==> config.mk <==
export PLATFORM = sky130hd
export DESIGN_NAME = core_wb_arbiter
export DESIGN_NICKNAME = d
export VERILOG_FILES = /design/src/rtl/core_pkg.sv /design/src/rtl/core_rr_arb.sv /design/src/rtl/core_wb_arbiter.sv
export SDC_FILE = /design/constraint.sdc
export NUM_CORES = 1
export LEC_CHECK = 0
export BUFFER_PORTS_ARGS = -buffer_cell sky130_fd_sc_hd__buf_4
export CAP_MARGIN = 20
export CELL_PAD_IN_SITES_DETAIL_PLACEMENT = 0
export CELL_PAD_IN_SITES_GLOBAL_PLACEMENT = 2
export CORE_MARGIN = 2
export CORE_UTILIZATION = 34
export CTS_BUF_LIST = sky130_fd_sc_hd__clkbuf_8 sky130_fd_sc_hd__clkbuf_16
export CTS_CLUSTER_SIZE = 20
export DETAILED_ROUTE_END_ITERATION = 6
export PLACE_DENSITY_LB_ADDON = 0.1
export SYNTH_ARGS = -nofsm -noshare
export SYNTH_HDL_FRONTEND = slang
export SYNTH_SLANG_ARGS = --single-unit
export TNS_END_PERCENT = 100
==> constraint.sdc <==
create_clock -name CLK -period 5.5 [get_ports CLK]
set_clock_uncertainty 0.2 [all_clocks]
set_input_delay 0.55 -clock CLK [delete_from_list [all_inputs] [get_ports CLK]]
set_output_delay 0.55 -clock CLK [all_outputs]
set_load 0.02 [all_outputs]
==> src/rtl/core_pkg.sv <==
// Shared definitions for the write-back path: requester indices and the
// per-requester result record.
package core_pkg;

  localparam int NREQ    = 3;
  localparam int REQ_ALU = 0;
  localparam int REQ_FPU = 1;
  localparam int REQ_LSU = 2;
  localparam int DATA_W  = 32;

  typedef struct packed {
    logic [4:0]        addr;
    logic              is_float;
    logic [DATA_W-1:0] data;
  } wb_req_t;

endpackage

==> src/rtl/core_rr_arb.sv <==
// N-way round-robin arbiter: combinational one-hot grant, pointer advances
// past the winner on every grant and holds otherwise.
module core_rr_arb
  import core_pkg::*;
#(
  parameter int N = NREQ
) (
  input  logic         CLK,
  input  logic         RST,
  input  logic [N-1:0] valid,
  output logic [N-1:0] grant
);

  localparam int PW = (N > 1) ? $clog2(N) : 1;

  logic [PW-1:0] ptr;
  logic [PW-1:0] ptr_nxt;
  logic [PW:0]   pos;
  logic          found;

  always_comb begin
    grant   = '0;
    ptr_nxt = ptr;
    found   = 1'b0;
    pos     = '0;
    for (int k = 0; k < N; k++) begin
      pos = {1'b0, ptr} + (PW+1)'(k);
      if (pos >= (PW+1)'(N)) pos = pos - (PW+1)'(N);
      if (!found && valid[pos[PW-1:0]]) begin
        found              = 1'b1;
        grant[pos[PW-1:0]] = 1'b1;
        ptr_nxt            = (pos[PW-1:0] == PW'(N-1)) ? '0 : pos[PW-1:0] + PW'(1);
      end
    end
    // No handshakes may complete while reset is held.
    if (RST) grant = '0;
  end

  always_ff @(posedge CLK) begin
    if (RST) ptr <= '0;
    else     ptr <= ptr_nxt;
  end

endmodule

==> src/rtl/core_wb_arbiter.sv <==
// Write-back arbiter and register scoreboard: shares the register-file write
// port among ALU/FPU/LSU and reports RAW/WAW hazards to decode.
module core_wb_arbiter
  import core_pkg::*;
(
  input  logic                   CLK,
  input  logic                   RST,
  input  logic [NREQ-1:0]        REQ_VALID,
  output logic [NREQ-1:0]        REQ_READY,
  input  logic [5*NREQ-1:0]      REQ_ADDR,
  input  logic [NREQ-1:0]        REQ_FLOAT,
  input  logic [DATA_W*NREQ-1:0] REQ_DATA,
  input  logic                   ISSUE_VALID,
  input  logic [4:0]             ISSUE_ADDR,
  input  logic                   ISSUE_FLOAT,
  input  logic [4:0]             CHK_RS1ADDR,
  input  logic [4:0]             CHK_RS2ADDR,
  input  logic [4:0]             CHK_RDADDR,
  input  logic                   CHK_RS1FLOAT,
  input  logic                   CHK_RS2FLOAT,
  input  logic                   CHK_RDFLOAT,
  output logic                   HAZARD,
  output logic                   WE,
  output logic [4:0]             WADDR,
  output logic [4:0]             FWADDR,
  output logic [DATA_W-1:0]      WDATA
);

  wb_req_t           req [NREQ];
  wb_req_t           sel;
  logic [NREQ-1:0]   grant;
  logic              hs;
  logic              wr;
  logic [31:0]       busy_int;
  logic [31:0]       busy_fp;
  logic              vld_p1;
  logic [4:0]        waddr_p1;
  logic [4:0]        fwaddr_p1;
  logic [DATA_W-1:0] wdata_p1;

  function automatic logic is_busy(input logic [31:0] bi, input logic [31:0] bf,
                                   input logic [4:0] a, input logic f);
    return f ? bf[a] : bi[a];
  endfunction

  core_rr_arb #(.N(NREQ)) u_arb (
    .CLK   (CLK),
    .RST   (RST),
    .valid (REQ_VALID),
    .grant (grant)
  );

  always_comb begin
    for (int i = 0; i < NREQ; i++) begin
      req[i].addr     = REQ_ADDR[5*i +: 5];
      req[i].is_float = REQ_FLOAT[i];
      req[i].data     = REQ_DATA[DATA_W*i +: DATA_W];
    end
  end

  always_comb begin
    sel = '0;
    for (int i = 0; i < NREQ; i++)
      if (grant[i]) sel = req[i];
  end

  assign REQ_READY = grant;
  assign hs        = |grant;
  assign wr        = hs && (sel.addr != 5'd0);

  // Bit 0 of each map is never set, so x0/f0 always read as free.
  assign HAZARD = is_busy(busy_int, busy_fp, CHK_RS1ADDR, CHK_RS1FLOAT)
                | is_busy(busy_int, busy_fp, CHK_RS2ADDR, CHK_RS2FLOAT)
                | is_busy(busy_int, busy_fp, CHK_RDADDR,  CHK_RDFLOAT);

  // Scoreboard: the issue set is written last so it overrides a same-cycle retire.
  always_ff @(posedge CLK) begin
    if (RST) begin
      busy_int <= '0;
      busy_fp  <= '0;
    end else begin
      if (wr) begin
        if (sel.is_float) busy_fp[sel.addr]  <= 1'b0;
        else              busy_int[sel.addr] <= 1'b0;
      end
      if (ISSUE_VALID && ISSUE_ADDR != 5'd0) begin
        if (ISSUE_FLOAT) busy_fp[ISSUE_ADDR]  <= 1'b1;
        else             busy_int[ISSUE_ADDR] <= 1'b1;
      end
    end
  end

  // Stage p1: registered register-file write port
  always_ff @(posedge CLK) begin
    if (RST) begin
      vld_p1    <= 1'b0;
      waddr_p1  <= '0;
      fwaddr_p1 <= '0;
      wdata_p1  <= '0;
    end else begin
      vld_p1    <= wr;
      waddr_p1  <= (wr && !sel.is_float) ? sel.addr : 5'd0;
      fwaddr_p1 <= (wr &&  sel.is_float) ? sel.addr : 5'd0;
      wdata_p1  <= wr ? sel.data : '0;
    end
  end

  assign WE     = vld_p1;
  assign WADDR  = waddr_p1;
  assign FWADDR = fwaddr_p1;
  assign WDATA  = wdata_p1;

endmodule

==> Word level (Yosys, flattened, before mapping) <==
Index checks and enable logic that the tools add are counted.
{ "totals": {"regBits": 109, "latchBits": 0, "ram_bits": 0, "mem_bits_ro": 0, "in_bits": 144, "out_inout_bits": 47, "elab_cells": 126, "memories": 0} }
{ "classes": {"add_sub_neg": 8, "n_mul": 0, "n_div": 0, "magnitude_cmp": 16, "eq_ne": 3, "shift": 0, "muxes": 59, "bitwise": 12, "reduce_logical": 21} }
{ "op_table": {"columns": ["cell", "count"], "rows": [
  ["2-to-1 mux 32 bit", 10],
  ["2-to-1 mux 38 bit", 3],
  ["bitwise AND 32 bit", 2],
  ["bitwise OR 32 bit", 2],
  ["NOT 32 bit", 1],
  ["binary-select mux 1 bit (select 5 bit)", 6],
  ["less-than comparator 5 x 6 -> 1 bit, second input constant", 5],
  ["2-to-1 mux 1 bit", 19],
  ["2-to-1 mux 2 bit", 9],
  ["2-to-1 mux 3 bit", 4],
  ["logical AND 1 bit", 11],
  ["demux 1 bit (select 5 bit)", 2],
  ["greater-or-equal comparator 5 x 1 -> 1 bit, second input constant", 2],
  ["nonzero test 5 bit", 2],
  ["less-than comparator 2 x 3 -> 1 bit, second input constant", 3],
  ["adder 2 x 1 -> 2 bit, second input constant", 3],
  ["binary-select mux 1 bit (select 2 bit)", 3],
  ["demux 1 bit (select 2 bit)", 3],
  ["== test 2 bit, second input constant", 3],
  ["greater-or-equal comparator 2 x 1 -> 1 bit, second input constant", 3],
  ["greater-or-equal comparator 3 x 2 -> 1 bit, second input constant", 2],
  ["bitwise OR 3 bit", 2],
  ["OR reduction 2 bit", 3],
  ["subtractor 2 bit, second input constant", 3],
  ["other kinds (8)", 13]
]} }

==> Longest topological paths before layout <==
Gate-level depths: netlist (run 1).
{ "logic_depth": {"ltp_word": 27, "ltp_mapped": 14, "ltp_nobuf": 11} }

==> Hierarchy <==
From an unflattened synthesis (run 1), not the netlist that was laid out.
{ "hier_totals": {"cells_unflattened": 738, "area_unflattened_um2": 6476.2} }
{ "modules_own_cells": {"columns": ["module", "instances", "cells_per_inst", "area_per_inst_um2", "seq_area_each_um2"], "rows": [
  ["core_wb_arbiter", 1, 674, 5987.0, 2142.1],
  ["core_rr_arb", 1, 64, 489.2, 40.0]
]} }

==> Worst setup path before layout (run 1) <==
Ideal clock, no wire load.
{ "synth_path": {"path_type": "input -> output", "from": "input port CHK_RS2ADDR[1]", "to": "output port HAZARD", "arrival_ns": 2.866, "required_ns": 4.750, "slack_ns": 1.884, "path_stages": 6, "n_path_buf": 2, "cell_sequence": "clkbuf_1 > clkbuf_1 > mux4_2 > mux4_2 > mux4_2 > or3_1"} }
{ "synth_via": {"elab_chain_cells": 5, "word_cells_on_any_way": 7, "cone_classes": "mux: 5; bitwise: 2"} }
{ "synth_lines": {"columns": ["element", "line_no", "source"], "rows": [
  ["from (decl)", "core_wb_arbiter.sv:17", "input logic [4:0] CHK_RS2ADDR,"],
  ["binary-select mux 1 bit (select 5 bit)", "core_wb_arbiter.sv:43", "return f ? bf[a] : bi[a];"],
  ["2-to-1 mux 1 bit (implied by the code)", "core_wb_arbiter.sv:43", null],
  ["2-to-1 mux 1 bit (*)", "core_wb_arbiter.sv:43", null],
  ["bitwise OR 1 bit (*)", "core_wb_arbiter.sv:73", "| is_busy(busy_int, busy_fp, CHK_RS2ADDR, CHK_RS2FLOAT)"],
  ["bitwise OR 1 bit (*)", "core_wb_arbiter.sv:74", "| is_busy(busy_int, busy_fp, CHK_RDADDR, CHK_RDFLOAT);"],
  ["to (decl)", "core_wb_arbiter.sv:22", "output logic HAZARD,"]
]} }
Mark *: on every way between the ends. The rest lies on a longest branch, timed or not. The select of a mux whose other input is x is not followed.

==> Worst setup path after layout (run 1) <==
{ "layout_path": {"from": "register u_arb.ptr[1]", "to": "register busy_int[18]"} }
{ "layout_via": {"elab_chain_cells": 27, "word_cells_on_any_way": 63, "cone_classes": "add/sub: 5; order compare: 11; mux: 31; bitwise: 5; reduce/logical: 11"} }
{ "layout_lines": {"columns": ["element", "line_no", "source"], "rows": [
  ["from (decl)", "core_rr_arb.sv:16", "logic [PW-1:0] ptr;"],
  ["from (signal assigned)", "core_rr_arb.sv:41", "else ptr <= ptr_nxt;"],
  ["adder 2 x 1 -> 3 bit (tied with other cells)", "core_rr_arb.sv:27", "pos = {1'b0, ptr} + (PW+1)'(k);"],
  ["greater-or-equal comparator 3 x 2 -> 1 bit (tied with other cells)", "core_rr_arb.sv:28", "if (pos >= (PW+1)'(N)) pos = pos - (PW+1)'(N);"],
  ["2-to-1 mux 2 bit (tied with other cells)", "core_rr_arb.sv:28", null],
  ["less-than comparator 2 x 3 -> 1 bit (implied by the code) (tied with other cells)", "core_rr_arb.sv:31", "grant[pos[PW-1:0]] = 1'b1;"],
  ["logical AND 1 bit (implied by the code) (tied with other cells)", "core_rr_arb.sv:31", null],
  ["2-to-1 mux 1 bit (implied by the code) (tied with other cells)", "core_rr_arb.sv:31", null],
  ["demux 1 bit (select 2 bit) (tied with other cells)", null, null],
  ["bitwise OR 3 bit (no source line) or 2-to-1 mux 1 bit (tied branches)", null, null],
  ["[11 not listed]", null, null],
  ["NOT 32 bit (no source line)", null, null],
  ["bitwise AND 32 bit (no source line)", null, null],
  ["2-to-1 mux 32 bit", "core_wb_arbiter.sv:83", "if (sel.is_float) busy_fp[sel.addr] <= 1'b0;"],
  ["2-to-1 mux 32 bit (*)", "core_wb_arbiter.sv:82", "if (wr) begin"],
  ["2-to-1 mux 32 bit (*)", "core_wb_arbiter.sv:78", "if (RST) begin"],
  ["bitwise OR 32 bit (no source line)", null, null],
  ["2-to-1 mux 32 bit", "core_wb_arbiter.sv:87", "if (ISSUE_FLOAT) busy_fp[ISSUE_ADDR] <= 1'b1;"],
  ["2-to-1 mux 32 bit (*)", "core_wb_arbiter.sv:86", "if (ISSUE_VALID && ISSUE_ADDR != 5'd0) begin"],
  ["to (signal assigned)", "core_wb_arbiter.sv:79", "busy_int <= '0;"],
  ["to (signal, indexed assignment)", "core_wb_arbiter.sv:84", "else busy_int[sel.addr] <= 1'b0;"],
  ["to (signal, indexed assignment)", "core_wb_arbiter.sv:88", "else busy_int[ISSUE_ADDR] <= 1'b1;"],
  ["to (decl)", "core_wb_arbiter.sv:34", "logic [31:0] busy_int;"]
]} }
Marks and branches as above.
A chain may end at the register's enable or synchronous reset.

==> impl_metrics.tcl, run 1 <==
set metrics [dict create \
    drt_iter0_drc 579 \
    slew_headroom_pct 28.3 \
    grt_max_degree 57 \
    worstMarginPinSlew_ns 1.08 \
    postSynthCellCount 721 \
    grt_pass1_vias 6499 \
    slew_viol_final 0 \
    overflow 0 \
    layout.cells.non_filler 1131 \
    powerDensity_nw_per_um2 392 \
    seq_area_frac_synth_pct 31.9 \
    synthFlopType "dfxtp_1" \
    grt_usage_pct 24.0 \
    h-tree-depth 3 \
    vdd_drop_max_mv 0.190 \
    area.growth.synth_to_final_pct 25.9 \
    numCtsBuffers 9 \
    die_width_um 146 \
    cts-root-to-sink-buffers 2 \
    drc 0 \
    rsz0062_at_grt "no" \
    switching_power_w 0.00155 \
    critical_path_class "reg -> reg" \
    cts_tree "yes" \
    totalWireLength_um 26000 \
    synth-edff-count 0 \
    first_pass_iters 5 \
    wl_per_cell_um 23.0 \
    vias 6734 \
    pwr-share-clk_pct 18.6 \
    clkLatencyLatePin_ns 0.36 \
    ys_async_sr_fraction_pct 0 \
    synth.distinct_cells 59 \
    drv_cap 0 \
    synth_most_common_cell "nor2_1" \
    period_minus_slack_ns 4.13 \
    power_frac_comb_pct 54.2 \
    netlist_top_cells_count "140 x nor2_1, 109 x dfxtp_1, 65 x o21ai_0" \
    ioPinCount 191 \
    worstPathArrival_ns 4.13 \
    crit_required_ns 5.50 \
    placed_area_um2 8320 \
    hold_path.class "in -> reg" \
    portBuffers 190 \
    postRouteAntennaNets 0 \
    netlist_top_cells_area "dfxtp_1 32%, mux4_2 21%, nor2_1 7.7%" \
    finish.net_count 1010 \
    rows 51 \
    design_area_um2 8600 \
    drive_gt1_share_pct 38.6 \
    fmax_mhz 242 \
    p_leak_nw 3.23 \
    end_kind "flip-flop" \
    cp_max_fo 15 \
    syn-num-nets 869 \
    hold_depth 3 \
    gp_congestion 0.872 \
    fp.dieH_um 146 \
    die_area_um2 21200 \
    cts-resized-gates 0 \
    cts_hold_buf 0 \
    synth_top_area_share_pct 31.9 \
    grt_first_pass_wirelength_um 39700 \
    setup_tns_ns 0 \
    cts_num_sinks 109 \
    start_util_pct 34.9 \
    antenna_cells 0 \
    placed_cells 1115 \
    clock-root-buffer "clkbuf_16" \
    clkTransAtPathRegs_ns 0.07 \
    swShare_pct 46.0 \
    fin_crit_sh_pct 75.1 \
    status "finished clean" \
    hold_viol_final 0 \
    power_w 0.00337 \
    grt_antenna_before_repair 1 \
    reg2reg_depth 11 \
    synth-seq-cells 109 \
    syn_area_um2 6830 \
    core_um2 19600 \
    setup_viol 0 \
    hpwlAfterDp_um 19000 \
    post_drt_via_cell_ratio 5.95 \
    power_frac_seq_pct 27.2 \
    cts_setup_buffers 0 \
    synth_area_leader_cell "dfxtp_1" \
    p_int_w 0.00182 \
    fin_hold_ws_ns 0.227 \
    synth_warnings 0 \
    worst_setup_path_start_kind "flip-flop" \
    syn_area_per_cell_um2 9.48 \
]
-- cell type report --
class                           instances  area [µm²]
Fill cell                            1955       11000
Multi-Input combinational cell        537        4280
Sequential cell                       109        2180
Timing Repair Buffer                  199        1520
Tap cell                              265         332
Clock buffer                           10         239
Clock inverter                          5        28.8
Inverter                                6        22.5
-- worst max-delay path, cell delays in order (launching register included) --
cell	delay, ns
dfxtp_1	0.34
inv_1	0.08
ha_1	0.33
mux2_4	0.34
mux2i_1	0.33
o221ai_1	0.22
nand3_2	0.31
inv_2	0.21
a21o_1	0.22
o22a_1	0.43
nor2_2	0.75
a31oi_1	0.17
-- metrics by stage --
step	worst slack (ns)	utilization [%]
6_report	1.37	43.9
5_1_grt	1.07	43.9
4_1_cts	1.38	43.9
3_5_place_dp	1.40	42.5
3_3_place_gp	1.54	42.3
2_1_floorplan	1.88	-
-- cell usage in the layout (no fill, tap or decap), types with 4 or more instances in the layout --
cell type	count
nor2b_1	7
nand2b_1	4
mux4_2	63
nand3_1	7
a221oi_1	32
a311oi_1	5
dfxtp_1	109
nor3_1	7
nor4_1	21
a21oi_1	28
nand2_1	15
o21ai_0	65
a31oi_1	40
nor2_1	139
buf_4	197
ha_1	4
nor3b_1	4
and2_1	5
clkbuf_16	9
nor3_2	33
inv_1	5
-- power by group through the flow --
stage | logic (W) | clock network, W | registers [W]
floorplan | 0.00121 | 0 | 0.00102
global route | 0.00196 | 0.000665 | 0.000923
finish | 0.00183 | 0.000626 | 0.000915
detailed placement | 0.00181 | 0 | 0.000934
CTS | 0.00182 | 0.000634 | 0.000915
global placement | 0.00176 | 0 | 0.000932
-- layer usage --
metal / vias up / track usage (%) / routed length, µm
met5: - / 0 / 13
met4: 2 / 6.76 / 425
met3: 42 / 3.82 / 1850
met2: 312 / 40.8 / 12900
met1: 3320 / 31.6 / 10700
li1: 3058 / - / -
-- final timing paths --
kind / endpoint / from / slack (ns)
worst min register to register: busy_int[0]$_SDFF_PP0_ / busy_int[0]$_SDFF_PP0_ / 0.30
worst min-delay path: WDATA[17]$_SDFF_PP0_ / REQ_DATA[81] / 0.23
worst max-delay path: busy_int[18]$_SDFF_PP0_ / u_arb.ptr[1]$_SDFFE_PP0P_ / 1.37
worst max register to register: busy_int[18]$_SDFF_PP0_ / u_arb.ptr[1]$_SDFFE_PP0P_ / 1.37
-- sequential cells by signal, indices dropped and copies added, names as in the netlist --
name and cells:
FWADDR 5, busy_fp 32, WDATA 32, WADDR 5
busy_int 32, WE 1, u_arb.ptr 2
-- cells by family (layout without fill, tap and decap cells) --
logic type / count (synthesis) / after routing / synth area share (%)
muxes: 66 / 66 / 21.3
DFF: 109 / 109 / 31.9
buffers and inverters: 75 / 220 / 5.59
adders and majority gates: 4 / 4 / 0.733
and+or+nand+nor: 267 / 267 / 21.3
AOI/OAI and AO/OA: 200 / 200 / 19.1
(Power assumes the default switching activity.)
==> inputs of run 2 (changes only) <==
- CORE_UTILIZATION: 34 -> 32
- clock period: 5.5 -> 4.24 ns (I/O delays scaled with it)
==> impl_metrics.tcl, run 2 (same netlist as run 1, synthesis figures left out) <==
set metrics [dict create \
    status "finished clean" \
    layout_commonest_cell "buf_4" \
    grt_usage_pct 24.5 \
    cts_tree "yes" \
    p_int_w 0.00243 \
    area.growth.synth_to_final_pct 27.0 \
    cts_num_sinks 109 \
    start_util_pct 32.6 \
    crit_required_ns 4.25 \
    antenna_cells 0 \
    vdd_drop_max_mv 0.418 \
    switching_power_w 0.00207 \
    fp.dieH_um 150 \
    p_leak_nw 3.27 \
    pwr-share-clk_pct 19.9 \
    fmax_mhz 272 \
    grt_first_pass_wirelength_um 41400 \
    first_pass_iters 5 \
    drv_cap 0 \
    postRouteAntennaNets 0 \
    clock-root-buffer "clkbuf_16" \
    setup_viol 0 \
    gp_congestion 0.926 \
    core_um2 21000 \
    powerDensity_nw_per_um2 519 \
    totalWireLength_um 27400 \
    drt_iter0_drc 471 \
    slew_headroom_pct 39.7 \
    slew_viol_final 0 \
    worst_setup_path_start_kind "flip-flop" \
    die_area_um2 22500 \
    drive_gt1_share_pct 39.2 \
    finish.net_count 1017 \
    wl_per_cell_um 23.9 \
    setup_tns_ns 0 \
    cts_setup_buffers 0 \
    period_minus_slack_ns 3.67 \
    grt_max_degree 58 \
    crit_family "compound AO/OA/AOI/OAI gates" \
    worstMarginPinSlew_ns 0.904 \
    swShare_pct 46.1 \
    slowest_stage "nor3_1" \
    ioPinCount 191 \
    cts_hold_buf 0 \
    clkLatencyLatePin_ns 0.36 \
    overflow 0 \
    post_drt_via_cell_ratio 5.91 \
    hold_viol_final 0 \
    grt_antenna_before_repair 0 \
    hold_path.class "in -> reg" \
    rows 53 \
    fin_crit_sh_pct 86.6 \
    cts-resized-gates 0 \
    fillers 2091 \
    layout_common_cells "206 x buf_4, 139 x nor2_1, 109 x dfxtp_1" \
    rsz0062_at_grt "no" \
    drc 0 \
    power_w 0.00450 \
    grt_pass1_vias 6684 \
    power_frac_comb_pct 53.8 \
    clkTransAtPathRegs_ns 0.08 \
    cts-root-to-sink-buffers 2 \
    end_kind "flip-flop" \
    portBuffers 190 \
    worst-path-buf-inv 2 \
    vias 6791 \
    critical_path.cell_chain "inv_1, ha_1, mux2i_1, o221ai_1, nand3_2, inv_2, a21o_1, o22a_1, nor3_1, a311oi_1" \
    worstPathArrival_ns 3.67 \
    critical_path_class "reg -> reg" \
    hpwlAfterDp_um 19900 \
    power_frac_seq_pct 26.3 \
    numCtsBuffers 9 \
    cp_max_fo 14 \
    cpPeakStageDelay_ns 0.66 \
    h-tree-depth 3 \
    die_width_um 150 \
]
## run 2: metrics by stage
step | instances | hold slack [ns] | instance area [µm²] | setup slack [ns] | utilization (%)
4_1_cts | 1149 | 0.0857 | 8680 | 0.598 | 41.4
3_5_place_dp | 1133 | 0.291 | 8380 | 0.618 | 40.0
5_1_grt | 1149 | 0.0907 | 8680 | 0.261 | 41.4
6_report | 1149 | 0.0921 | 8680 | 0.570 | 41.4
2_1_floorplan | 721 | 0.265 | 6830 | 0.876 | -
3_3_place_gp | 1133 | 0.281 | 8380 | 0.748 | 40.0
## run 2: final cells by class
class | count | area [µm²] | share of cell area (%)
Tap cell | 275 | 344 | 3.97
Multi-Input combinational cell | 537 | 4280 | 49.3
Sequential cell | 109 | 2180 | 25.2
Inverter | 6 | 22.5 | 0.260
Clock buffer | 9 | 225 | 2.60
Clock inverter | 7 | 75.1 | 0.865
Timing Repair Buffer | 206 | 1550 | 17.8
## run 2: final timing paths
check	start	endpoint	slack [ns]	cells past startpoint
worst max-delay path	u_arb.ptr[0]$_SDFFE_PP0P_	busy_int[15]$_SDFF_PP0_	0.57	10
worst min-delay path	REQ_DATA[66]	WDATA[2]$_SDFF_PP0_	0.09	3
worst max register to register	u_arb.ptr[0]$_SDFFE_PP0P_	busy_int[15]$_SDFF_PP0_	0.57	10
worst min register to register	busy_fp[0]$_SDFF_PP0_	busy_fp[0]$_SDFF_PP0_	0.31	1
## run 2: power groups by stage
stage          clock, W  sequential, W  combinational [W]
6_report       0.000896        0.00119            0.00242
5_1_grt        0.000953        0.00120            0.00262
4_1_cts        0.000908        0.00119            0.00242
3_5_place_dp          0        0.00121            0.00242
3_3_place_gp          0        0.00121            0.00240
2_1_floorplan         0        0.00133            0.00157
## run 2: worst min-delay path: stages
cell	delay, ns
buf_4	0.07
nor2_1	0.04
nor3_2	0.08
## run 2: per-layer routing
metal / routed length [µm] / GRT usage [%]
met1: 11400 / 32.0
met2: 13600 / 41.8
met3: 1940 / 4.06
met4: 429 / 6.60
met5: 0 / 0
==> inputs of run 3 (changes only) <==
- ABC_AREA: not set -> 1
- CORE_MARGIN: 2 -> 3
- CORE_UTILIZATION: 32 -> 28
==> impl_metrics.tcl, run 3 <==
set metrics [dict create \
    ys_async_sr_fraction_pct 0 \
    portBuffers 190 \
    grt_first_pass_wirelength_um 48600 \
    overflow 0 \
    cts_num_sinks 109 \
    synth_warnings 0 \
    antenna_cells 0 \
    grt_max_degree 68 \
    worst_setup_path_start_kind "flip-flop" \
    cp_max_fo 33 \
    totalWireLength_um 31700 \
    powerDensity_nw_per_um2 570 \
    clkLatencyLatePin_ns 0.35 \
    drv_cap 0 \
    wl_per_cell_um 20.4 \
    area.growth.synth_to_final_pct 27.0 \
    h-tree-depth 3 \
    finish.net_count 1370 \
    hold_viol_final 0 \
    period_minus_slack_ns 3.79 \
    drive_gt1_share_pct 22.2 \
    fin_crit_sh_pct 89.5 \
    grt_antenna_before_repair 1 \
    worstPathArrival_ns 3.17 \
    hold_path.class "in -> reg" \
    setup_ws_ns 0.446 \
    grt_pass1_vias 7747 \
    worstMarginPinSlew_ns 1.00 \
    dp_slack_ns 0.723 \
    worst-path-buf-inv 6 \
    synthFlopType "dfxtp_1" \
    cpPeakStageDelay_ns 0.38 \
    slew_viol_final 0 \
    core_um2 24700 \
    rows 57 \
    setup_viol 0 \
    cts-resized-gates 0 \
    die_area_um2 27600 \
    ioPinCount 191 \
    cts-root-to-sink-buffers 2 \
    gp_congestion 0.827 \
    postSynthCellCount 1078 \
    slowest_stage "dfxtp_1" \
    numCtsBuffers 9 \
    status "finished clean" \
    layout_common_cells "205 x buf_4, 140 x a21oi_1, 128 x nand2_1" \
    cts_setup_buffers 0 \
    hpwlAfterDp_um 23200 \
    vdd_drop_max_mv 0.302 \
    setup_tns_ns 0 \
    first_pass_iters 5 \
    start_util_pct 29.0 \
    synth-edff-count 0 \
    crit_required_ns 3.62 \
    rsz0062_at_grt "no" \
    syn_area_per_cell_um2 6.66 \
    worstHoldStart "REQ_DATA[75]" \
    critical_path.cell_chain "inv_1, ha_1, inv_2, nand2_1, nand2_1, nand3_1, nor2_1, nand2_1, nand3_1, nand2_2, buf_4, inv_2, buf_4, buf_4" \
    fp.dieH_um 166 \
    netlist_top_cells_count "140 x a21oi_1, 129 x nand2_1, 121 x o21ai_0" \
    clkTransAtPathRegs_ns 0.09 \
    synth_area_leader_cell "dfxtp_1" \
    r2r-start "u_arb.ptr[0]$_SDFFE_PP0P_" \
    drc 0 \
    synth-seq-cells 109 \
    vias 8148 \
    clock-root-buffer "clkbuf_16" \
    syn_area_um2 7180 \
    fillers 2689 \
    seq_area_frac_synth_pct 30.4 \
    fmax_mhz 264 \
    worstSetupStartpoint "u_arb.ptr[0]$_SDFFE_PP0P_" \
    crit_family "buffers and inverters" \
    synth_top_area_share_pct 30.4 \
    p_leak_nw 3.46 \
    synth_most_common_cell "a21oi_1" \
    cts_tree "yes" \
    die_width_um 166 \
    netlist_top_cells_area "dfxtp_1 30%, a21oi_1 9.8%, o21ai_0 8.4%" \
    syn-num-nets 1226 \
    critical_path_class "reg -> out" \
    cts_hold_buf 0 \
    drt_iter0_drc 775 \
    synth.distinct_cells 37 \
    end_kind "output port" \
    grt_usage_pct 22.3 \
    postRouteAntennaNets 0 \
    post_drt_via_cell_ratio 5.25 \
    slew_headroom_pct 33.1 \
    layout_commonest_cell "buf_4" \
]
run 3: changes by cell type after synthesis, moves of 22 or more:
cell | before | now
o21ai_1 | 2 | 29
inv_1 | 4 | 88
mux4_2 | 63 | 0
nand3_1 | 7 | 112
nor3_2 | 33 | 0
a31oi_1 | 40 | 0
nor2_1 | 140 | 101
nand2_1 | 15 | 129
clkbuf_1 | 35 | 57
o21bai_1 | 0 | 39
o21ai_0 | 65 | 121
a21oi_1 | 28 | 140
run 3: worst paths after layout:
| path | endpoint | cells after the start | slack (ns) |
|---|---|---|---|
| worst max-delay path | REQ_READY[2] | 14 | 0.45 |
| worst min-delay path | WDATA[11]$_SDFF_PP0_ | 3 | 0.09 |
| worst max register to register | WADDR[2]$_SDFF_PP0_ | 17 | 0.75 |
| worst min register to register | busy_fp[0]$_SDFF_PP0_ | 2 | 0.28 |
run 3: layout make-up:
cell class | count | area (µm²) | share of cell area, %
Timing Repair Buffer | 207 | 1570 | 17.2
Multi-Input combinational cell | 799 | 4280 | 46.9
Clock buffer | 9 | 225 | 2.47
Inverter | 96 | 363 | 3.98
Sequential cell | 109 | 2180 | 23.9
Tap cell | 324 | 405 | 4.44
Clock inverter | 7 | 103 | 1.12
run 3: per-stage QoR:
stage / total power, W / std cells / instance area, µm² / hold WS (ns) / util [%]
5_1_grt: 0.00560 / 1551 / 9130 / 0.0852 / 36.9
3_3_place_gp: 0.00432 / 1534 / 8790 / 0.264 / 35.5
6_report: 0.00520 / 1551 / 9130 / 0.0861 / 36.9
2_1_floorplan: 0.00349 / 1078 / 7180 / 0.231 / -
3_5_place_dp: 0.00430 / 1534 / 8790 / 0.264 / 35.5
4_1_cts: 0.00526 / 1550 / 9120 / 0.0751 / 36.8
run 3: cell families (layout without fill, tap and decap cells):
logic type,after synthesis,after routing,synth area share [%]
flip-flops,109,109,30.4
AO/OA/AOI/OAI,389,389,31.6
AND/OR/NAND/NOR,406,406,27.2
adder cells (fa/ha/maj),4,4,0.697
buffers and inverters,170,319,10.1
run 3: where the power goes:
part,switching (W),internal [W]
Clock,0.000431,0.000527
Combinational,0.00210,0.000936
Sequential,0.0000449,0.00116
run 3: routing by layer:
metal  up-vias  routed length (µm)  part of all wire (%)  track usage (%)
met5         -                  20                 0.063                0
met1      3765               14600                    46             31.9
met4         2                 621                   2.0             5.64
li1       4023                   -                     -                -
met2       312               14100                    45             34.7
met3        46                2330                   7.4             4.21
run 3: worst min-delay path, cell delays in order:
cell and delay, ns:
buf_4 0.07, o21ai_1 0.05, nor2_1 0.07
